### src/rtl/rptr_empty.sv
// Async FIFO read-side pointer/empty controller: binary+Gray read pointer, registered empty, level, sticky underflow.
// Latency 1 rclk; pops are ignored while empty. Optional ralmost_empty output with `define RPTR_ALMOST_EMPTY_EN.
module rptr_empty #(
  parameter int ADDRSIZE  = 4,
  parameter int AE_THRESH = 2
) (
  input  logic                rclk,
  input  logic                rst,
  input  logic                rinc,
  input  logic [ADDRSIZE:0]   rq2_wptr,
`ifdef RPTR_ALMOST_EMPTY_EN
  output logic                ralmost_empty,
`endif
  output logic [ADDRSIZE-1:0] raddr,
  output logic [ADDRSIZE:0]   rptr,
  output logic                rempty,
  output logic [ADDRSIZE:0]   rlevel,
  output logic                runderflow
);

  logic [ADDRSIZE:0] rbin_q, rbin_d;
  logic [ADDRSIZE:0] rptr_q, rptr_d;
  logic [ADDRSIZE:0] rlevel_q, rlevel_d;
  logic              rempty_q, rempty_d;
  logic              runder_q, runder_d;
  logic [ADDRSIZE:0] wbin;
  logic              pop;

  // Gray-to-binary: each binary bit is the XOR of all Gray bits at or above it.
  always_comb begin
    wbin = '0;
    for (int i = 0; i <= ADDRSIZE; i++) begin
      wbin[i] = ^(rq2_wptr >> i);
    end
  end

  always_comb begin
    pop      = rinc & ~rempty_q;
    rbin_d   = rbin_q + {{ADDRSIZE{1'b0}}, pop};
    rptr_d   = (rbin_d >> 1) ^ rbin_d;
    rempty_d = (rptr_d == rq2_wptr);
    rlevel_d = wbin - rbin_d;
    runder_d = runder_q | (rinc & rempty_q);
  end

  always_ff @(posedge rclk) begin
    if (rst) begin
      rbin_q   <= '0;
      rptr_q   <= '0;
      rempty_q <= 1'b1;
      rlevel_q <= '0;
      runder_q <= 1'b0;
    end else begin
      rbin_q   <= rbin_d;
      rptr_q   <= rptr_d;
      rempty_q <= rempty_d;
      rlevel_q <= rlevel_d;
      runder_q <= runder_d;
    end
  end

`ifdef RPTR_ALMOST_EMPTY_EN
  localparam logic [ADDRSIZE:0] AE_LVL = (ADDRSIZE+1)'(AE_THRESH);
  logic ralmost_q, ralmost_d;

  always_comb begin
    ralmost_d = (rlevel_d <= AE_LVL);
  end

  always_ff @(posedge rclk) begin
    if (rst) begin
      ralmost_q <= 1'b1;
    end else begin
      ralmost_q <= ralmost_d;
    end
  end

  assign ralmost_empty = ralmost_q;
`endif

  assign raddr      = rbin_q[ADDRSIZE-1:0];
  assign rptr       = rptr_q;
  assign rempty     = rempty_q;
  assign rlevel     = rlevel_q;
  assign runderflow = runder_q;

endmodule

### config.mk
export PLATFORM = sky130hd
export DESIGN_NAME = rptr_empty
export DESIGN_NICKNAME = d
export VERILOG_FILES = /design/src/rtl/rptr_empty.sv
export SDC_FILE = /design/constraint.sdc
export NUM_CORES = 1
export LEC_CHECK = 0
export BUFFER_PORTS_ARGS = -buffer_cell sky130_fd_sc_hd__clkbuf_2
export CAP_MARGIN = 25
export CORE_MARGIN = 3
export CORE_UTILIZATION = 44
export DETAILED_ROUTE_END_ITERATION = 16
export GPL_ROUTABILITY_DRIVEN = 0
export PLACE_DENSITY_LB_ADDON = 0.25
export SYNTH_ARGS = -nofsm -noshare
export SYNTH_HDL_FRONTEND = slang
export SYNTH_SLANG_ARGS = --single-unit
### constraint.sdc
create_clock -name rclk -period 2.3 [get_ports rclk]
set_input_delay 0.23 -clock rclk [delete_from_list [all_inputs] [get_ports rclk]]
set_output_delay 0.23 -clock rclk [all_outputs]
set_load 0.01 [all_outputs]
==> flow_summary.json <==
{
  "status": "completed",
  "slew_headroom_pct": 78.2,
  "slew_viol_final": 0,
  "clk_pin_slew_ns": 0.10,
  "worst-endpoint-required_ns": 2.47,
  "synthesis.area_um2": 820,
  "cts_tree": "yes",
  "wl_mm": 1.66,
  "filler_cell_count": 133,
  "layout-drive-gt1-share_pct": 41.2,
  "std_cell_rows": 14,
  "final_common_cell": "clkbuf_2",
  "h-tree-depth": 1,
  "slowest_delay_ns": 0.36,
  "fin_worst_skew_ns": 0.00148,
  "cpMostUsedCell": "xnor2_1",
  "syn_inst": 82,
  "path_cells": "clkbuf_2, xnor2_4, xnor2_2, xor2_2, xnor2_1, ha_2, inv_2, fa_2, a21o_1, maj3_2, xnor2_1, nor2_1",
  "peakVddDrop_v": 0.000556,
  "clk_latency_ns": 0.28,
  "antenna_found_initial": 0,
  "power_uw": 700,
  "fin_area_mm2": 0.00113,
  "hold_viol": 0,
  "cp.depth": 12,
  "vias": 653,
  "cpMaxStageDelayCell": "fa_2",
  "p_leak_nw": 0.517,
  "critPathKind": "primary input to flop",
  "track_usage_pct": 14.8,
  "fmax_mhz": 459,
  "via_per_inst": 4.57,
  "p_switching_uw": 192,
  "fin_hold_ws_ns": 0.197,
  "ant_nets": 0,
  "ys_types": 25,
  "critPathArrivalTime_ns": 2.35,
  "design.die.area_mm2": 0.00242,
  "grt_max_degree": 17,
  "startpoint_type": "primary input",
  "clockBufferDepth": 2,
  "critPathBufInv": 2,
  "first_pass_iters": 4,
  "numCtsBuffers": 3,
  "ios": 24,
  "reg2regPathDepth": 10,
  "dpl_cell_area_mm2": 0.00108,
  "grt_overflow": 0,
  "ctsRootBufferMaster": "clkbuf_4",
  "setup_tns_ns": 0,
  "antenna_cells": 0,
  "layout_common_cells": "clkbuf_2, dfxtp_1, nor2_1, buf_4, xnor2_1",
  "tightest_slew_ns": 0.326,
  "endpoint_kind": "flop",
  "intPower_uw": 508,
  "drc": 0,
  "layout.nets": 134,
  "fp.coreArea_mm2": 0.00163,
  "power.density_mw_per_mm2": 619,
  "clkPwrFrac_pct": 26.4,
  "dp_hpwl_mm": 1.29,
  "initial_utilization_pct": 50.3,
  "grt_first_pass_wirelength_mm": 2.76,
  "critical_path_peak_fanout": 2,
  "min_path_type": "primary input to flop",
  "fin_ws_ns": 0.120,
  "power_frac_comb_pct": 29.3,
  "detail_route.wl_per_cell_um": 11.6,
  "die_w_um": 49.2,
  "synth_area_leaders": "dfxtp_1, xnor2_1, ha_1",
  "swShare_pct": 27.4,
  "fin_crit_sh_pct": 94.8,
  "crit_family": "XOR/XNOR gates",
  "postSynthAreaPerCell_um2": 9.99,
  "hold_buffers": 0,
  "hold_path_depth": 3,
  "die_h_um": 49.2,
  "p_seq_share_pct": 44.3,
  "synth_fp_nets": 96,
  "yosysTopAreaCellShare_pct": 39.1,
  "place_ws_ns": -0.211,
  "portBuffers": 23,
  "yosys_warnings": 0,
  "clkSinkCount": 16,
  "period_needed_ns": 2.18,
  "synth_area_leader_cell": "dfxtp_1",
  "ys_seq_elements": 16,
  "drt_iter0_markers": 10,
  "first_global_vias": 649,
  "finalSetupViolations": 0,
  "cap_violations": 0,
  "seq_area_frac_synth_pct": 39.1,
  "areaGrowthSynthToFinish_pct": 38.0
}
==> power by group through the flow <==
stage               sequential, mW  combinational (mW)  clock [mW]
floorplan                    0.329               0.112           0
global placement             0.315               0.200           0
detailed placement           0.316               0.205           0
CTS                          0.310               0.207       0.189
global route                 0.313               0.225       0.204
finish                       0.310               0.205       0.185
==> state kept, by name, summed over array words and instances, names as in the netlist <==
register	flops
rbin_q	5
rlevel	5
rptr	4
rempty	1
runderflow	1
==> cells in the mapped netlist <==
master and number:
nor2_1 14, a21o_1 2, nor2b_1 3, o211ai_1 1, nor3_1 1, and3b_1 1, a21oi_1 2, o2bb2ai_2 1
xnor2_1 12, xnor2_2 1, clkbuf_1 1, fa_1 1, a21boi_1 1, dfxtp_1 16, xor2_1 5, maj3_2 1
inv_1 3, ha_1 5, o21ai_0 1, xor2_2 1, xnor3_1 1, a41o_1 1, and2_1 1, nand2_1 4
nand3_1 2
==> layout make-up <==
type                    count  area, µm²  share of cell area (%)
well taps                  24       30.0                    2.65
clock buffers               4       36.3                    3.21
inverters                   3       11.3                   0.996
multi-input cells          62        536                    47.3
repair buffers             34        198                    17.5
flip-flops and latches     16        320                    28.3
==> through the flow <==
step | instances | utilization [%]
floorplan | 82 | -
global placement | 139 | 66.4
detailed placement | 139 | 66.4
CTS | 143 | 68.7
global route | 143 | 69.4
finish | 143 | 69.4
==> path summary, 6_finish.rpt <==
check / from / endpoint / slack (ns)
hold reg to reg: runderflow$_SDFF_PP0_ / runderflow$_SDFF_PP0_ / 0.49
setup / recovery: rq2_wptr[3] / rlevel[4]$_SDFF_PP0_ / 0.12
setup reg to reg: rempty$_SDFF_PP1_ / rlevel[3]$_SDFF_PP0_ / 0.13
hold / removal: rinc / runderflow$_SDFF_PP0_ / 0.20
==> routing by layer <==
metal | vias to the layer above | GRT usage, % | wire length (µm)
met5 | - | 0 | 0
met4 | 0 | 7.11 | 38
met3 | 4 | 3.36 | 110
met2 | 21 | 26.1 | 796
met1 | 288 | 16.4 | 710
li1 | 340 | - | -
==> timing repair <==
item	in CTS	in global routing
buffers inserted	0	0
setup endpoints to repair	0	2
resized for setup	0	1
==> worst reg2reg max path, delay by kind of cell, from the launching register on <==
kind	cells	cell delay (ns)
and+or+nand+nor	2	0.15
buffers and inverters	2	0.21
DFF	1	0.36
AOI/OAI and AO/OA	2	0.34
xor gates and xnor gates	1	0.23
adders and majority gates	3	0.82
==> kinds of logic (layout without fill, tap and decap cells) <==
family	after synthesis	after routing	share of synthesized area, %
AND/OR/NAND/NOR	26	26	14.2
XOR/XNOR	20	20	24.9
flip-flops	16	16	39.1
AO/OA/AOI/OAI	9	9	8.55
adder cells (fa/ha/maj)	7	7	11.5
buffers and inverters	4	41	1.83
No activity file was read; power rests on OpenSTA's default activity.
